==> config.mk <==
export PLATFORM = sky130hd
export DESIGN_NAME = serial_adder_n_flat
export DESIGN_NICKNAME = d
export VERILOG_FILES = /design/src/rtl/serial_adder_n_if.sv /design/src/rtl/serial_adder_n.sv /design/src/flat_wrapper.sv
export SDC_FILE = /design/constraint.sdc
export NUM_CORES = 1
export LEC_CHECK = 0
export CAP_MARGIN = 20
export CORE_ASPECT_RATIO = 1.2
export CORE_MARGIN = 2
export CORE_UTILIZATION = 45
export CTS_BUF_LIST = sky130_fd_sc_hd__clkbuf_4 sky130_fd_sc_hd__clkbuf_8 sky130_fd_sc_hd__clkbuf_16
export DETAILED_ROUTE_END_ITERATION = 6
export GPL_TIMING_DRIVEN = 1
export HOLD_SLACK_MARGIN = 0.03
export PLACE_DENSITY = 0.73
export RECOVER_POWER = 25
export SLEW_MARGIN = 10
export SYNTH_ARGS = -nofsm -noshare
export SYNTH_HDL_FRONTEND = slang
export SYNTH_SLANG_ARGS = --single-unit
==> constraint.sdc <==
create_clock -name clk -period 4.8 [get_ports clk]
set_clock_uncertainty 0.05 [all_clocks]
set_input_delay 0.96 -clock clk [delete_from_list [all_inputs] [get_ports clk]]
set_output_delay 0.96 -clock clk [all_outputs]
set_load 0.1 [all_outputs]
==> src/rtl/serial_adder_n_if.sv <==
// Handshake bundle for serial_adder_n: operand channel (in_*), result channel
// (out_*) and the busy status flag.
// Optional macro SERIAL_ADDER_OVF_EN adds the signed-overflow flag ovf.
interface serial_adder_n_if #(
    parameter int WIDTH = 8
);
    logic             in_valid;
    logic             in_ready;
    logic [WIDTH-1:0] a;
    logic [WIDTH-1:0] b;
    logic             cin;
    logic             out_valid;
    logic             out_ready;
    logic [WIDTH-1:0] sum;
    logic             cout;
    logic             busy;
`ifdef SERIAL_ADDER_OVF_EN
    logic             ovf;
`endif

    modport master (
        output in_valid, a, b, cin, out_ready,
`ifdef SERIAL_ADDER_OVF_EN
        input  ovf,
`endif
        input  in_ready, out_valid, sum, cout, busy
    );

    modport slave (
        input  in_valid, a, b, cin, out_ready,
`ifdef SERIAL_ADDER_OVF_EN
        output ovf,
`endif
        output in_ready, out_valid, sum, cout, busy
    );
endinterface

==> src/rtl/serial_adder_n.sv <==
// serial_adder_n: digit-serial adder computing a + b + cin over WIDTH bits,
// DIGIT bits per clock, with a registered carry between steps.
// Optional macro SERIAL_ADDER_OVF_EN adds the two's-complement overflow flag.
//
// state | meaning
// ------+--------------------------------------------------------------
// IDLE  | waiting for operands, in_ready high
// RUN   | one digit added per cycle, STEPS cycles in total
// DONE  | result presented with out_valid, held until out_ready
module serial_adder_n #(
    parameter int WIDTH = 8,
    parameter int DIGIT = 1
) (
    input  logic             clk,
    input  logic             rst_n,
    serial_adder_n_if.slave  bus
);
    localparam int STEPS = WIDTH / DIGIT;
    localparam int CNT_W = (STEPS > 1) ? $clog2(STEPS) : 1;

    generate
        if (WIDTH < 1 || DIGIT < 1 || (WIDTH % DIGIT) != 0) begin : g_bad_params
            $fatal(1, "serial_adder_n: WIDTH must be >= 1 and a multiple of DIGIT >= 1");
        end
    endgenerate

    typedef enum logic [1:0] {
        S_IDLE = 2'd0,
        S_RUN  = 2'd1,
        S_DONE = 2'd2
    } state_t;

    state_t           state_q;
    state_t           state_d;
    logic [WIDTH-1:0] a_q;
    logic [WIDTH-1:0] b_q;
    logic [WIDTH-1:0] res_q;
    logic             carry_q;
    logic [CNT_W-1:0] cnt_q;
    logic             in_ready_c;
    logic             out_valid_c;
    logic             busy_c;
    logic             accept;
    logic             last_step;
    logic [DIGIT:0]   dadd;
    logic [WIDTH-1:0] res_next;

    // Digit add is DIGIT+1 bits wide; its MSB becomes the next step's carry.
    assign dadd = {1'b0, a_q[DIGIT-1:0]} + {1'b0, b_q[DIGIT-1:0]} + {{DIGIT{1'b0}}, carry_q};

    // The new digit enters at the top so that after STEPS shifts the full sum is aligned.
    assign res_next = (res_q >> DIGIT) | (WIDTH'(dadd[DIGIT-1:0]) << (WIDTH - DIGIT));

    assign accept    = (state_q == S_IDLE) && bus.in_valid;
    assign last_step = (cnt_q == CNT_W'(STEPS - 1));

    // State register.
    always_ff @(posedge clk or negedge rst_n) begin
        if (!rst_n) begin
            state_q <= S_IDLE;
        end else begin
            state_q <= state_d;
        end
    end

    // Next-state and handshake outputs.
    always_comb begin
        state_d     = state_q;
        in_ready_c  = 1'b0;
        out_valid_c = 1'b0;
        busy_c      = 1'b0;
        case (state_q)
            S_IDLE: begin
                in_ready_c = 1'b1;
                if (bus.in_valid) begin
                    state_d = S_RUN;
                end
            end
            S_RUN: begin
                busy_c = 1'b1;
                if (last_step) begin
                    state_d = S_DONE;
                end
            end
            S_DONE: begin
                busy_c      = 1'b1;
                out_valid_c = 1'b1;
                if (bus.out_ready) begin
                    state_d = S_IDLE;
                end
            end
            default: begin
                state_d = S_IDLE;
            end
        endcase
    end

    // Operand/result shift registers, carry chain and step counter.
    always_ff @(posedge clk or negedge rst_n) begin
        if (!rst_n) begin
            a_q     <= '0;
            b_q     <= '0;
            res_q   <= '0;
            carry_q <= 1'b0;
            cnt_q   <= '0;
        end else if (accept) begin
            a_q     <= bus.a;
            b_q     <= bus.b;
            carry_q <= bus.cin;
            cnt_q   <= '0;
        end else if (state_q == S_RUN) begin
            a_q     <= a_q >> DIGIT;
            b_q     <= b_q >> DIGIT;
            res_q   <= res_next;
            carry_q <= dadd[DIGIT];
            cnt_q   <= cnt_q + CNT_W'(1);
        end
    end

`ifdef SERIAL_ADDER_OVF_EN
    logic ovf_q;

    // Carry into the operand MSB is recovered as a^b^s of that bit; the value left
    // by the final step is the overflow of the whole add.
    always_ff @(posedge clk or negedge rst_n) begin
        if (!rst_n) begin
            ovf_q <= 1'b0;
        end else if (state_q == S_RUN) begin
            ovf_q <= a_q[DIGIT-1] ^ b_q[DIGIT-1] ^ dadd[DIGIT-1] ^ dadd[DIGIT];
        end
    end

    assign bus.ovf = ovf_q;
`endif

    assign bus.in_ready  = in_ready_c;
    assign bus.out_valid = out_valid_c;
    assign bus.busy      = busy_c;
    assign bus.sum       = res_q;
    assign bus.cout      = carry_q;
endmodule

==> src/flat_wrapper.sv <==
// flat-port wrapper written by rule: the top's interface ports become plain ports
module serial_adder_n_flat 
#(
    parameter int WIDTH = 8,
    parameter int DIGIT = 1
)
  (clk, rst_n, bus_in_valid, bus_a, bus_b, bus_cin, bus_out_ready, bus_in_ready, bus_out_valid, bus_sum, bus_cout, bus_busy);
  serial_adder_n_if #(.WIDTH(WIDTH)) bus_i ();
  input  logic clk;
  input  logic rst_n;
  input wire logic [$bits(bus_i.in_valid)-1:0] bus_in_valid;
  input wire logic [$bits(bus_i.a)-1:0] bus_a;
  input wire logic [$bits(bus_i.b)-1:0] bus_b;
  input wire logic [$bits(bus_i.cin)-1:0] bus_cin;
  input wire logic [$bits(bus_i.out_ready)-1:0] bus_out_ready;
  output wire logic [$bits(bus_i.in_ready)-1:0] bus_in_ready;
  output wire logic [$bits(bus_i.out_valid)-1:0] bus_out_valid;
  output wire logic [$bits(bus_i.sum)-1:0] bus_sum;
  output wire logic [$bits(bus_i.cout)-1:0] bus_cout;
  output wire logic [$bits(bus_i.busy)-1:0] bus_busy;
  assign bus_i.in_valid = bus_in_valid;
  assign bus_i.a = bus_a;
  assign bus_i.b = bus_b;
  assign bus_i.cin = bus_cin;
  assign bus_i.out_ready = bus_out_ready;
  assign bus_in_ready = bus_i.in_ready;
  assign bus_out_valid = bus_i.out_valid;
  assign bus_sum = bus_i.sum;
  assign bus_cout = bus_i.cout;
  assign bus_busy = bus_i.busy;
  serial_adder_n #(.WIDTH(WIDTH), .DIGIT(DIGIT)) u_core (.clk(clk), .rst_n(rst_n), .bus(bus_i));
endmodule
==> results by group <==
Floorplan
  – Num ports: 33
  – FP Rows: 22
  – Core area: 3000 sq um
  – Height of the chip: 64.91 microns
  – Initial core utilization: 46.37%
  – Die Span X: 54.76 microns
  – Die Area: 3554 sq um

Drt
  – Final wirelength: 2449 microns
  – ANT nets after route: 0
  – Post-DR vias/cell: between 5 and 6
  – 1st-iter DRT viols: 16
  – DRC viols: 0
  – DR WL/cell: 13.03 microns
  – Via count: about 960
  – DRT Pass-1 Iters: 4

Clocking
  – # H-tree levels: 2
  – CTS max path bufs: 2
  – TritonCTS clock tree: done
  – Total CTS buffers: 5
  – Skew-Pair Late Insertion Delay: 0.32 ns
  – Post_cts resized: 0
  – CTS Hold Bufs: 0
  – CTS Root Cell: clkbuf_4
  – Clk sink count: 30
  – Post-CTS setup buffer count: 0
  – Worst-path clk slew: 0.09 ns

Critical path
  – CP delay by family, top: buffers and inverters
  – WP data required: 3.79 ns
  – Crit. path cell count: 3
  – Worst r2r dst: u_core.state_q[1]
  – Crit. Startpoint: u_core.state_q[0]
  – Critical path peak fanout: 4
  – Path type of the worst setup path: flop to output pin
  – Worst r2r path cells: 4
  – Critical Path Sink: bus_busy
  – Worst R2R Setup Slack: 2.93 ns
  – Worst Path Arrival: 2.24 ns
  – Endpoint class of the critical path: output pin
  – R2R Path Start: u_core.state_q[1]
  – Slowest stage cell, crit path: clkdlybuf4s50_1
  – Slowest stage delay, CP: 1.12 ns
  – Startpoint class of the critical path: flop
  – Cells along the critical path: inv_1 > ha_1 > clkdlybuf4s50_1
  – Buffers plus inverters on the worst setup path: 2

Logic synthesis
  – Sequential share of the synthesized area: 53.96%
  – Mapped Cells: 119
  – Post-synthesis cell area: 1391 sq um
  – Synth area leaders: dfrtp_1 54%, mux2i_1 12%, mux2_2 8.1%, ha_1 6.3%, o21ai_0 6.1%
  – Post-Syn Area per Cell: 11.69 sq um
  – Area leader, netlist: dfrtp_1
  – Syn Nets: ~150
  – Synth cell types: 15
  – Share of the synthesized area in the top cell type: roughly 54%
  – Yosys warns: 0
  – FF+latch count, synth: 30

Timing
  – Setup TNS: 0 ns
  – Period utilisation layout: slightly below 70%
  – Max-slew violation count: 31
  – RSZ-0062 raised after global routing: false
  – Final-report hold violation count: 0
  – Slew margin rel.: -7.476%
  – F_max: between 300 and 400 MHz
  – Tightest Pin Transition: ~1.6 ns
  – Final setup vio count: 0
  – Minimum clock period: 3.250 ns

Outcome
  – Status: finished with violations
  – Failing checks: capacitance limit, slew limit

Final layout
  – Syn-to-layout area delta: 29.86%
  – Nets@finish: 182
  – Commonest non-fill, non-tap cell in the layout: clkdlybuf4s50_1
  – Layout cell share with drive strength beyond 1: around an eighth
  – ANT cells: 0
  – Most frequent cells in the layout: 31 x clkdlybuf4s50_1, 30 x dfrtp_1, 17 x mux2i_1, 17 x nand2_1, 17 x o21ai_0

Global route
  – Vias in the first global route: 1011
  – First-pass GRT wire length: 4402 microns
  – Total GRT Usage: 17.57%
  – Largest net degree at the start of global routing: 38
  – Grt total ovfl: 0
  – Initial antenna violation count: 0

Placed design
  – Port Buf Inserts: 32
  – Routability cong.: 0.6879
  – Final HPWL DP: 1694 microns

Worst hold path
  – HP Class: flop to flop
  – Hold Path Stages: 1

Flow run
  – Max-cap viol count: 1
==> metrics by stage <==
step | instances | setup WS [ns] | hold WS, ns | util (%) | instance area [sq um]
3_5_place_dp | 181 | 1.907 | 0.4496 | 57.71 | 1732
4_1_cts | 187 | 1.534 | 0.4698 | 59.42 | 1783
2_1_floorplan | 119 | 2.495 | 0.4403 | - | 1391
6_report | 188 | 1.550 | 0.4650 | 60.22 | 1807
3_3_place_gp | 181 | 1.956 | 0.4412 | 57.71 | 1732
5_1_grt | 188 | 1.451 | 0.4840 | 60.22 | 1807
==> cells by family (layout without fill, tap and decap cells) <==
| logic type | after synthesis | in the layout | share of synthesized area, % |
|---|---|---|---|
| flip-flops | 30 | 30 | 53.96 |
| multiplexers | 27 | 27 | 20.32 |
| AND/OR/NAND/NOR | 23 | 23 | 6.834 |
| AO/OA/AOI/OAI | 18 | 18 | 6.834 |
| buffers and inverters | 12 | 45 | 3.687 |
| adder cells (fa/ha/maj) | 8 | 8 | 7.734 |
| XOR/XNOR | 1 | 1 | 0.6296 |
==> cell type report <==
cell class	instances	area, sq um
well taps	36	45.04
repair buffers	34	351.6
flip-flops and latches	30	750.7
inverters	5	18.77
multi-input cells	77	589.3
clock buffers	6	51.30
fillers	254	1194
==> cell usage after synthesis <==
library cell	count
buf_2	5
mux2i_1	17
nand2b_1	2
dfrtp_1	30
fa_1	1
and2_2	1
xnor2_1	1
ha_1	7
nand2_1	17
inv_1	5
clkbuf_1	2
mux2_2	10
a222oi_1	1
o21ai_0	17
nor2_1	3
==> registers in the layout (all words and copies together) (netlist names) <==
register and flops:
u_core.b_q 8, u_core.bus.sum 8, u_core.state_q 2, u_core.cnt_q 3, u_core.bus.cout 1, u_core.a_q 8
==> how the worst min path moves through the flow <==
stage | from | end | slack, ns
final | u_core.bus.sum[0] | u_core.bus.sum[0] | 0.46
after global routing | u_core.bus.sum[0] | u_core.bus.sum[0] | 0.48
after CTS | u_core.bus.sum[0] | u_core.bus.sum[0] | 0.47
after detailed placement | u_core.bus.sum[0] | u_core.bus.sum[0] | 0.45
after global placement | u_core.bus.sum[0] | u_core.bus.sum[0] | 0.44
after floorplan | u_core.cnt_q[1] | u_core.cnt_q[1] | 0.44
==> per-layer routing <==
metal  GRT usage [%]  wire, microns
met1           19.55           1015
met5               0              0
met3           7.143            165
met4           7.500             44
met2           28.57           1223
Power is left out: the tool's default activity adds up to more than one toggle a clock period on the data nets, which glitch-free logic cannot reach.
